$ cat config.mk
export PLATFORM = sky130hd
export DESIGN_NAME = ext_irq_controller
export DESIGN_NICKNAME = d
export VERILOG_FILES = /design/src/rtl/ext_irq_controller.sv
export SDC_FILE = /design/constraint.sdc
export NUM_CORES = 1
export LEC_CHECK = 0
export ABC_CLOCK_PERIOD_IN_PS = 1900
export CORE_AREA = 2 2 79 81
export CTS_BUF_LIST = sky130_fd_sc_hd__clkbuf_4 sky130_fd_sc_hd__clkbuf_8
export DETAILED_ROUTE_END_ITERATION = 6
export DIE_AREA = 0 0 81 83
export HOLD_SLACK_MARGIN = 0.1
export PLACE_DENSITY_LB_ADDON = 0.3
export SYNTH_ARGS = -nofsm -noshare
export SYNTH_HDL_FRONTEND = slang
export SYNTH_SLANG_ARGS = --single-unit
$ cat constraint.sdc
create_clock -name CLOCK_50 -period 1.9 [get_ports CLOCK_50]
set_clock_uncertainty 0.15 [all_clocks]
set_input_delay 0.38 -clock CLOCK_50 [delete_from_list [all_inputs] [get_ports CLOCK_50]]
set_output_delay 0.38 -clock CLOCK_50 [all_outputs]
set_load 0.02 [all_outputs]
$ cat src/rtl/ext_irq_controller.sv
// Requesting end of the ExtIRQ/ExtIAck four-phase handshake: latches source edges,
// serves the lowest-index unmasked pending source, then holds a quiet gap before the next request.
module ext_irq_controller #(
    parameter int             N          = 64,
    parameter int             NSRC       = 4,
    parameter logic [N-1:0]   CAUSE_BASE = 'h10,
    parameter int             GAP        = 8
) (
    input  logic            CLOCK_50,
    input  logic            reset,
    input  logic [NSRC-1:0] irq_src,
    input  logic [NSRC-1:0] irq_mask,
    input  logic            ExtIAck,
    output logic            ExtIRQ,
    output logic [N-1:0]    irq_cause,
    output logic [NSRC-1:0] irq_pending,
    output logic [15:0]     irq_count,
    output logic            spurious_ack
);
    localparam int SEL_W = (NSRC > 1) ? $clog2(NSRC) : 1;

    typedef enum logic [1:0] {IDLE, REQ, RELEASE} state_t;

    state_t           state, state_next;
    logic [NSRC-1:0]  src_q, pending, pending_next;
    logic [NSRC-1:0]  rise, clr, selectable;
    logic [SEL_W-1:0] sel, sel_next, sel_idx;
    logic             sel_found;
    logic [7:0]       gap_cnt, gap_next;
    logic             irq_next, spurious_next;
    logic [N-1:0]     cause_next;
    logic [15:0]      count_next;

    assign irq_pending = pending;

    always_comb begin
        rise          = irq_src & ~src_q;
        selectable    = pending & ~irq_mask;
        sel_found     = 1'b0;
        sel_idx       = '0;
        state_next    = state;
        sel_next      = sel;
        gap_next      = gap_cnt;
        irq_next      = ExtIRQ;
        cause_next    = irq_cause;
        count_next    = irq_count;
        spurious_next = 1'b0;
        clr           = '0;

        // Scanning downward leaves the lowest selectable index as the winner.
        for (int i = NSRC - 1; i >= 0; i--) begin
            if (selectable[i]) begin
                sel_found = 1'b1;
                sel_idx   = SEL_W'(i);
            end
        end

        case (state)
            IDLE: begin
                spurious_next = ExtIAck;
                if (gap_cnt != 8'd0) begin
                    gap_next = gap_cnt - 8'd1;
                end else if (sel_found) begin
                    sel_next   = sel_idx;
                    cause_next = CAUSE_BASE + N'(sel_idx);
                    irq_next   = 1'b1;
                    state_next = REQ;
                end
            end
            REQ: begin
                if (ExtIAck) begin
                    clr        = NSRC'(1) << sel;
                    irq_next   = 1'b0;
                    cause_next = '0;
                    count_next = irq_count + 16'd1;
                    state_next = RELEASE;
                end
            end
            RELEASE: begin
                if (!ExtIAck) begin
                    gap_next   = 8'(GAP);
                    state_next = IDLE;
                end
            end
            default: state_next = IDLE;
        endcase

        // A fresh edge on the bit being acknowledged wins over the clear.
        pending_next = (pending & ~clr) | rise;
    end

    always_ff @(posedge CLOCK_50) begin
        if (!reset) begin
            state        <= IDLE;
            src_q        <= '0;
            pending      <= '0;
            sel          <= '0;
            gap_cnt      <= 8'd0;
            ExtIRQ       <= 1'b0;
            irq_cause    <= '0;
            irq_count    <= 16'd0;
            spurious_ack <= 1'b0;
        end else begin
            state        <= state_next;
            src_q        <= irq_src;
            pending      <= pending_next;
            sel          <= sel_next;
            gap_cnt      <= gap_next;
            ExtIRQ       <= irq_next;
            irq_cause    <= cause_next;
            irq_count    <= count_next;
            spurious_ack <= spurious_next;
        end
    end

endmodule

* Yosys cells after proc, flatten, opt, wreduce, memory -nomap -nowiden *
Index checks and enable logic that the tools add are counted.

operators by class
  eq/ne operators = 7
  reductions and logical operators = 10
  mux-type cells = 26
  shifts and indexed selects = 1
  bitwise operators = 8
  add/sub/neg operators = 3

operator list
  operator                 count
  $mux W64                 3
  $pmux W64 S2             1
  $add A16 B1 Y16 const B  1
  $mux W2                  8
  $mux W8                  2
  $pmux W8 S2              1
  $and A4 B4 Y4            3
  $not A4 Y4               3
  $ne A2 B2 Y1 const B     5
  $mux W4                  2
  $reduce_and A4 Y1        2
  $reduce_bool A8 Y1       1
  $sub A8 B1 Y8 const B    1
  $mux W1                  7
  $add A5 B2 Y6 const A    1
  $pmux W2 S3              1
  $reduce_and A3 Y1        2
  $or A4 B4 Y4             1
  $reduce_and A2 Y1        2
  $reduce_bool A2 Y1       2
  $shl A1 B2 Y4 const A    1
  $eq A2 B1 Y1 const B     1
  $eq A2 B2 Y1 const B     1
  $logic_not A2 Y1         1
  other kinds (2)          2

storage, ports and cells
  output and inout bits = 86
  flip-flop bits (word level) = 102
  bits of input ports = 11

* Depth between registers and ports, before layout *
Gate-level depths: netlist (run 1).

  depth in word-level cells = 10
  depth in mapped cells = 6

* Worst setup path after synthesis (run 1) *
Ideal clock, no wire load.

  path kind = register to register
  from = register irq_count[4]
  to = register irq_count[15]
  slack = -36 ps
  setup time = 70 ps
  stages on the path, launching flop included = 5
  period minus slack after synthesis = 1936 ps
  data arrival time = 1717 ps
  cell sequence = dfxtp_1 nand4_2 or4_4 or3_1 a21oi_1

on the way
  word-level cells in the longest chain between the ends = 1

RTL lines
  element                 line  RTL
  from (decl)             17    output logic [15:0] irq_count,
  from (signal assigned)  111   irq_count <= count_next;
  $add A16 B1 Y16         75    count_next = irq_count + 16'd1;

No other way between the ends.
A chain may end at the register's enable or synchronous reset.

* Worst setup path in the final report (run 1) *
  from = register gap_cnt[0]
  to = register gap_cnt[2]

on the way
  word-level cells in the longest chain between the ends = 3
  elaborated cells between the ends (all ways) = 6

RTL lines
  element                                                     line    RTL
  from (decl)                                                 29      logic [7:0] gap_cnt, gap_next;
  from (signal assigned)                                      108     gap_cnt <= gap_next;
  $sub A8 B1 Y8 / $reduce_bool A8 Y1 (equally long branches)  62, 61
  $mux W8 / $ne A2 B2 Y1 (equally long branches)              -
  $pmux W8 S2 / $reduce_and A3 Y1 (equally long branches)     -

Several ways; a longest one is shown, not always the timed one. The select of a mux whose other input is x is not followed.

==> PnR_summary.wiki, run 1 <==
{| class="wikitable"
! Metric !! Value
|-
| Status || complete, no violations
|-
| DRC Markers || 0
|-
| Busiest metal layer after global routing || met2
|-
| Share of final-layout standard cells stronger than drive strength 1 || 0.171
|-
| Number of top-level pins || 97
|-
| Overall overflow remaining after global route || 0
|-
| Sw Share || 0.343
|-
| Met2 track demand over resource in global routing || 0.226
|-
| Fraction of power consumed by the clock network || 0.252
|-
| Hold-critical path depth || 2
|-
| Number of levels in the clock H-tree || 2
|-
| CTS Buf Count || 5
|-
| Synthesized area divided by synthesized cell count || 8.36 µm²
|-
| Final worst-path cycle share || 0.991
|-
| Net switching power of the design || ~1.1 mW
|-
| DIE WIDTH || 81 µm
|-
| Latest clock arrival within the worst-skew pair || 0.29 ns
|-
| Crit end category || register
|-
| Buffers inserted by post-CTS timing repair || 0
|-
| Standard cell core area || 5820 µm²
|-
| Lkg Pwr || 1.36 nW
|-
| Internal power of the cells || 2.12 mW
|-
| Pin count of the biggest net entering global routing || 22
|-
| Share of synthesized area occupied by flip-flops and latches || 0.352
|-
| Number of input and output port buffers inserted || 35
|-
| Critical setup path kind || register to register
|-
| Share of power burned in registers || 0.337
|-
| Area taken by multi-input logic gates || between 1000 and 1500 µm²
|-
| Hold slack || 0.312 ns
|-
| Post-synth EDFFs || 0
|-
| Number of register bits inferred by synthesis || 40
|-
| Count of final max-slew check failures || 0
|-
| Height of the die || 83 µm
|-
| Sort of element at the start of the critical path || register
|-
| Leading register cell type out of synthesis || sky130_fd_sc_hd__dfxtp_1
|-
| Met1 global-route usage || 0.185
|-
| Number of antenna diodes || 0
|-
| Final setup slack of the worst path || 0.0164 ns
|-
| Startpoint of the lowest-slack register-to-register path || gap_cnt[0]$_SDFFE_PN0P_
|-
| Endpoint arrival time on the critical path || 1.92 ns
|-
| Critical path, cell by cell || inv_2 > ha_4 > or4b_4 > o311ai_4 > buf_6 > xor2_1 > nor2_1
|-
| Post-DRT Antenna Nets || 0
|-
| Number of nets in the layout || 348
|-
| Highest cell delay on the worst timing path || 0.51 ns
|-
| Mapped Cells || 272
|-
| Pwr/cell area || 1120 nW/µm²
|-
| Via-to-Cell Ratio || about 4.5
|-
| Starting density of the core || 0.391
|-
| CP required || 1.94 ns
|-
| Overall die area || 6720 µm²
|-
| Hold Path Sink || irq_cause[1]$_SDFFE_PN0P_
|-
| Worst R2R Path Depth || 7
|-
| Critical hold path startpoint || irq_cause[1]$_SDFFE_PN0P_
|-
| Number of global-route vias before repair || about 1700
|-
| Sum of net half-perimeters after detailed placement || 3.34 mm
|-
| Ys Warns || 0
|-
| Initial antenna violation count || 0
|-
| Most frequent cells in the layout || sky130_fd_sc_hd__conb_1, sky130_fd_sc_hd__dfxtp_1, sky130_fd_sc_hd__buf_4
|-
| Synthesis-to-layout area growth || 26.1%
|-
| Wire length of the first global-routing pass || about 7.6 mm
|-
| GR met3 Demand/Resource || 0.0380
|-
| Minimum clock period || 1.88 ns
|-
| Largest buffer count on any clock path || 2
|-
| Number of cell rows || 28
|-
| Highest net fanout along the worst path || 4
|-
| Routability cong. || slightly below 0.9
|-
| Number of DRC markers after the initial detailed-route iteration || 114
|-
| Worst R2R Setup Slack || 0.02 ns
|-
| Synth async-reset ratio || 0
|-
| Overall via count from detail_route || approximately 1800
|-
| Mean routed wirelength per cell || 11.3 µm
|-
| Clock sinks || 40
|-
| Total routed wirelength || ~4.6 mm
|-
| Iteration count of the initial detailed-routing pass || 4
|-
| Number of hold buffers added after CTS || 0
|-
| Number of distinct standard cells referenced by the synthesized netlist || 45
|-
| Cell at the slowest stage of the critical path || sky130_fd_sc_hd__or4b_4
|-
| Capture instance of the worst register-to-register path || gap_cnt[2]$_SDFFE_PN0P_
|-
| Final Setup Violations || 0
|-
| Clock-pin transition on the worst setup and hold timing paths || about 0.080 ns
|-
| Worst slack after detailed placement || -0.424 ns
|-
| Hold Fails Final Rpt || 0
|-
| Max-cap violations || 0
|-
| Count of fill cells added during filler insertion || between 600 and 700
|-
| Total GRT Usage || 0.140
|-
| Hold WC Path Type || register to register
|-
| Worst VDD drop || 0.532 mV
|-
| Part of the total power dissipated in combinational logic || 0.411
|-
| Area of the mapped netlist || 2270 µm²
|-
| RSZ-0062 raised after global routing || yes
|-
| Clock tree from TritonCTS || done
|-
| Highest achievable clock rate || 531 MHz
|-
| Most common library cell in the layout ignoring fill and taps || sky130_fd_sc_hd__conb_1
|-
| CTS Root Buffer Type || sky130_fd_sc_hd__clkbuf_8
|-
| Register area || 807 µm²
|}
-- power by group through the flow --
stage | Sequential [mW] | Combinational (mW) | Clock, mW
floorplan | 1.09 | 0.839 | 0
global placement | 1.09 | 1.16 | 0
detailed placement | 1.09 | 1.17 | 0
CTS | 1.08 | 1.27 | 0.832
global route | 1.10 | 1.47 | 0.866
finish | 1.09 | 1.32 | 0.813
-- critical path, delay by kind of cell (launching register included) --
family,cells,cell delay (ns)
compound gates,1,0.27
flops,1,0.33
xor+xnor,1,0.13
fa+ha+maj,1,0.13
simple gates,2,0.56
buf+inv,2,0.22
-- how the worst max path moves through the flow --
stage                              start                    endpoint  cells after the start
3_3_place_gp                     ExtIAck  irq_count[15]$_SDFFE_PN0P_                      5
3_5_place_dp                     ExtIAck  irq_count[15]$_SDFFE_PN0P_                      5
4_1_cts          gap_cnt[0]$_SDFFE_PN0P_     gap_cnt[2]$_SDFFE_PN0P_                      7
2_1_floorplan  irq_count[2]$_SDFFE_PN0P_  irq_count[15]$_SDFFE_PN0P_                      4
5_1_grt          gap_cnt[0]$_SDFFE_PN0P_     gap_cnt[0]$_SDFFE_PN0P_                      7
6_report         gap_cnt[0]$_SDFFE_PN0P_     gap_cnt[2]$_SDFFE_PN0P_                      7
-- registers in the layout (all words and copies together), names as in the netlist --
name and cells:
irq_cause 3, src_q 4, irq_count 16, gap_cnt 8
state 2, sel 2, spurious_ack 1, irq_pending 4
-- cells by family (layout without fill, tap and decap cells) --
kind of cell	Yosys count	count (layout)	synth area share
simple gates	100	100	0.235
buf+inv	77	79	0.230
flops	40	40	0.352
compound gates	33	33	0.0930
xor+xnor	14	14	0.0539
mux	4	4	0.0182
fa+ha+maj	3	3	0.0165
other cells	1	61	0.00165
-- synth_stat cells (all sizes together) (4+ instances only) --
master  instances  share of area
buf            63           0.21
dfxtp          40           0.35
nor2           25          0.041
a21oi          16          0.035
nand2          16          0.026
nand3          11          0.024
nand2b          8          0.022
xnor2           8          0.031
clkbuf          7          0.012
inv             7          0.012
nor2b           6          0.017
nor3            6          0.013
xor2            6          0.023
and2            4          0.011
nor4            4          0.011
o21ai           4         0.0088
or3             4          0.011
-- area by class of cell --
type | count | area share
well taps | 75 | 0.0327
clock inverters | 2 | 0.0209
clock buffers | 5 | 0.0240
multi-input cells | 215 | 0.423
flip-flops and latches | 40 | 0.281
repair buffers | 65 | 0.208
inverters | 7 | 0.00916
-- stage by stage --
step	cells	power (mW)	util	area, µm²	TNS [ns]
6_report	409	3.22	0.493	2870	0
5_1_grt	409	3.44	0.493	2870	-0.237
4_1_cts	409	3.18	0.487	2830	0
3_5_place_dp	402	2.26	0.460	2680	-3.29
3_3_place_gp	402	2.25	0.460	2680	-3.16
2_1_floorplan	332	1.93	-	2500	0
-- routing by layer --
layer  up-vias  part of all wire
met5         -                 0
met4         0            0.0067
met3         4             0.068
met2        77              0.48
met1       846              0.45
li1        917                 -
-- timing repair --
item                                    in CTS  in global routing
pin swaps                                    0                  1
resized for setup                            6                 14
endpoints found under the setup margin       8                 18
(Power assumes the default switching activity.)
==> inputs of run 2 (changes only) <==
Settings changed: CORE_AREA 2 2 79 81 to 2 2 75 85, DIE_AREA 0 0 81 83 to 0 0 77 87.
==> run 2 against run 1 <==
Net effect:
- critical path depth stayed put
- wire length shrank 5.2%
- non-clock buffer count rose by 4
- setup slack lost 0.012 ns
- core utilization down 0.60 points
- final cell count is 2.4% higher
- die area down 0.36%
==> PnR_summary.wiki, run 2 (synthesis gave the netlist of run 1 again) <==
{| class="wikitable"
! Metric !! Value
|-
| Count of final max-slew check failures || 0 (unchanged)
|-
| Standard cell core area || 5930 µm² (was 5820 µm²)
|-
| Number of input and output port buffers inserted || 35 (unchanged)
|-
| Worst R2R Setup Slack || 0.004 ns (was 0.02 ns)
|-
| Final non-filler cell area || 2890 µm² (was 2870 µm²)
|-
| Max reg flops || 16 (unchanged)
|-
| Hold Fails Final Rpt || 0 (unchanged)
|-
| Height of the die || 87 µm (was 83 µm)
|-
| Minimum clock period || 1.90 ns (was 1.88 ns)
|-
| Setup total negative slack || 0 ns (unchanged)
|-
| Initial antenna violation count || 0 (unchanged)
|-
| CTS Root Buffer Type || sky130_fd_sc_hd__clkbuf_8 (unchanged)
|-
| Overall via count from detail_route || 1848 (was 1844)
|-
| Part of the total power dissipated in combinational logic || 0.426 (was 0.411)
|-
| Via-to-Cell Ratio || 4.41 (was 4.51)
|-
| Worst R2R Path Depth || 7 (unchanged)
|-
| Count of fill cells added during filler insertion || 589 (was 605)
|-
| Number of antenna diodes || 0 (unchanged)
|-
| Crit end category || register (unchanged)
|-
| Starting density of the core || 0.384 (was 0.391)
|-
| Most common library cell in the layout ignoring fill and taps || sky130_fd_sc_hd__conb_1 (unchanged)
|-
| Total GRT Usage || 0.140 (about the same)
|-
| Capture instance of the worst register-to-register path || gap_cnt[2]$_SDFFE_PN0P_ (unchanged)
|-
| Overall overflow remaining after global route || 0 (unchanged)
|-
| RSZ-0062 raised after global routing || yes (unchanged)
|-
| Pin slew with the least headroom to its limit || 0.509 ns
|-
| Routability cong. || 0.840 (was 0.889)
|-
| Capturing element of the worst setup path || gap_cnt[2]$_SDFFE_PN0P_ (unchanged)
|-
| Clock tree from TritonCTS || done (unchanged)
|-
| Highest achievable clock rate || 527 MHz (was 531 MHz)
|-
| DRC Markers || 0 (unchanged)
|-
| Number of cell rows || 30 (was 28)
|-
| Register with the highest flop count || irq_count (unchanged)
|-
| Max-cap violations || 0 (unchanged)
|-
| Sum of net half-perimeters after detailed placement || 3.37 mm (was 3.34 mm)
|-
| Total routed wirelength || 4.38 mm (was 4.62 mm)
|-
| Sw Share || 0.347 (was 0.343)
|-
| CTS Buf Count || 5 (unchanged)
|-
| Post-DRT Antenna Nets || 0 (unchanged)
|-
| Launching element of the worst setup path || gap_cnt[0]$_SDFFE_PN0P_ (unchanged)
|-
| Final setup slack of the worst path || 0.00412 ns (was 0.0164 ns)
|-
| Overall die area || 6700 µm² (was 6720 µm²)
|-
| Sort of element at the start of the critical path || register (unchanged)
|-
| Status || complete, no violations (unchanged)
|-
| Largest regs || irq_count (16), gap_cnt (8) (unchanged)
|-
| Cell area after placement || 2710 µm² (was 2680 µm²)
|-
| Endpoint arrival time on the critical path || 1.93 ns (was 1.92 ns)
|-
| Net switching power of the design || 1.07 mW (was 1.11 mW)
|-
| Number of DRC markers after the initial detailed-route iteration || 67 (was 114)
|-
| Number of global-route vias before repair || 1665 (was 1671)
|-
| Cell at the slowest stage of the critical path || sky130_fd_sc_hd__or4b_4 (unchanged)
|-
| Highest net fanout along the worst path || 4 (unchanged)
|-
| Hold WC Path Type || register to register (unchanged)
|-
| Critical setup path kind || register to register (unchanged)
|-
| Share of power burned in registers || 0.349 (was 0.337)
|-
| Final Setup Violations || 0 (unchanged)
|-
| Number of levels in the clock H-tree || 2 (unchanged)
|-
| Worst slack after detailed placement || -0.365 ns (was -0.424 ns)
|-
| Latest clock arrival within the worst-skew pair || 0.29 ns (about the same)
|-
| Number of top-level pins || 97 (unchanged)
|-
| CP required || 1.93 ns (was 1.94 ns)
|-
| Top delay family on crit path || simple AND/OR/NAND/NOR gates (unchanged)
|-
| Mean routed wirelength per cell || 10.4 µm (was 11.3 µm)
|-
| Pwr/cell area || 1070 nW/µm² (was 1120 nW/µm²)
|-
| Clock sinks || 40 (unchanged)
|-
| Most frequent cells in the layout || sky130_fd_sc_hd__conb_1, sky130_fd_sc_hd__dfxtp_1, sky130_fd_sc_hd__buf_4 (unchanged)
|-
| Pin count of the biggest net entering global routing || 22 (unchanged)
|-
| Number of standard cells in the final layout excluding fillers || 419 (was 409)
|-
| Fraction of power consumed by the clock network || 0.225 (was 0.252)
|-
| Placed cell count || 410 (was 402)
|-
| Largest buffer count on any clock path || 2 (unchanged)
|-
| Number of stages on the worst setup path || 7 (unchanged)
|-
| DIE WIDTH || 77 µm (was 81 µm)
|-
| Worst VDD drop || 0.673 mV (was 0.532 mV)
|-
| Clock-pin transition on the worst setup and hold timing paths || 0.08 ns (about the same)
|-
| Lkg Pwr || 1.35 nW (was 1.36 nW)
|-
| Internal power of the cells || 2.02 mW (was 2.12 mW)
|-
| Share of final-layout standard cells stronger than drive strength 1 || 0.189 (was 0.171)
|-
| Number of buffer and inverter stages on the critical path || 2 (unchanged)
|-
| Hold slack || 0.315 ns (was 0.312 ns)
|-
| Highest cell delay on the worst timing path || 0.49 ns (was 0.51 ns)
|-
| Number of nets in the layout || 352 (was 348)
|-
| Startpoint of the lowest-slack register-to-register path || gap_cnt[0]$_SDFFE_PN0P_ (unchanged)
|-
| Slew headroom || 0.657
|-
| Synthesis-to-layout area growth || 27.1% (was 26.1%)
|-
| Final worst-path cycle share || 0.998 (was 0.991)
|-
| Iteration count of the initial detailed-routing pass || 4 (unchanged)
|-
| Critical path, cell by cell || inv_2 > ha_4 > or4b_4 > o311ai_4 > buf_6 > xor2_1 > nor2_1 (unchanged)
|-
| Wire length of the first global-routing pass || 7.49 mm (was 7.61 mm)
|}
[run 2: cell types whose count changed in the layout (fill, tap and decap cells not counted), moves of 2 or more]
cell                              delta
sky130_fd_sc_hd__buf_4               +4
sky130_fd_sc_hd__clkdlybuf4s50_1     -2
sky130_fd_sc_hd__dlygate4sd2_1       +5
sky130_fd_sc_hd__dlymetal6s2s_1      -3
[run 2: worst register-to-register path: stages (launching register included)]
cell	delay [ns]
sky130_fd_sc_hd__dfxtp_2	0.33
sky130_fd_sc_hd__inv_2	0.07
sky130_fd_sc_hd__ha_4	0.13
sky130_fd_sc_hd__or4b_4	0.49
sky130_fd_sc_hd__o311ai_4	0.27
sky130_fd_sc_hd__buf_6	0.15
sky130_fd_sc_hd__xor2_1	0.14
sky130_fd_sc_hd__nor2_1	0.05
[run 2: layout make-up]
| type | instances | area [µm²] | area share |
|---|---|---|---|
| multi-input combinational | 215 | 1230 | 0.426 |
| sequential | 40 | 808 | 0.280 |
| inverter | 7 | 26.3 | 0.00909 |
| clock buffer | 6 | 76.3 | 0.0264 |
| clock inverter | 2 | 35.0 | 0.0121 |
| tap | 80 | 100 | 0.0346 |
| timing repair buffer | 69 | 614 | 0.213 |
[run 2: repair_timing]
action,4_1_cts,5_1_grt
hold buffers,0,0
buffers inserted,0,1
pin swaps,1,3
endpoints found under the hold margin,0,0
endpoints found under the setup margin,14,16
resized for setup,14,10
[run 2: layer usage]
layer  GRT usage  wire length [µm]  up-vias
li1            -                 -      923
met1       0.151              1840      856
met2       0.259              2240       63
met3      0.0332               242        6
met4      0.0633                62        0
met5           0                 0        -
[run 2: worst min-delay path by stage]
| stage | start | to | slack (ns) | depth (start not counted) |
|---|---|---|---|---|
| after floorplan | gap_cnt[6]$_SDFFE_PN0P_ | gap_cnt[6]$_SDFFE_PN0P_ | 0.30 | 2 |
| after global placement | irq_cause[1]$_SDFFE_PN0P_ | irq_cause[1]$_SDFFE_PN0P_ | 0.31 | 2 |
| after detailed placement | irq_cause[1]$_SDFFE_PN0P_ | irq_cause[1]$_SDFFE_PN0P_ | 0.31 | 2 |
| after CTS | irq_cause[1]$_SDFFE_PN0P_ | irq_cause[1]$_SDFFE_PN0P_ | 0.32 | 2 |
| after global routing | irq_cause[1]$_SDFFE_PN0P_ | irq_cause[1]$_SDFFE_PN0P_ | 0.34 | 2 |
| final | irq_cause[1]$_SDFFE_PN0P_ | irq_cause[1]$_SDFFE_PN0P_ | 0.31 | 2 |
[run 2: power by group through the flow]
stage	sequential [mW]	combinational [mW]	clock, mW
final	1.08	1.32	0.696
after global routing	1.10	1.46	0.750
after CTS	1.07	1.26	0.723
after detailed placement	1.08	1.18	0
after global placement	1.08	1.18	0
after floorplan	1.09	0.839	0
[run 2: per-stage QoR]
stage	util	power (mW)
finish	0.487	3.09
global route	0.487	3.31
CTS	0.479	3.06
detailed placement	0.456	2.27
global placement	0.456	2.26
floorplan	-	1.93
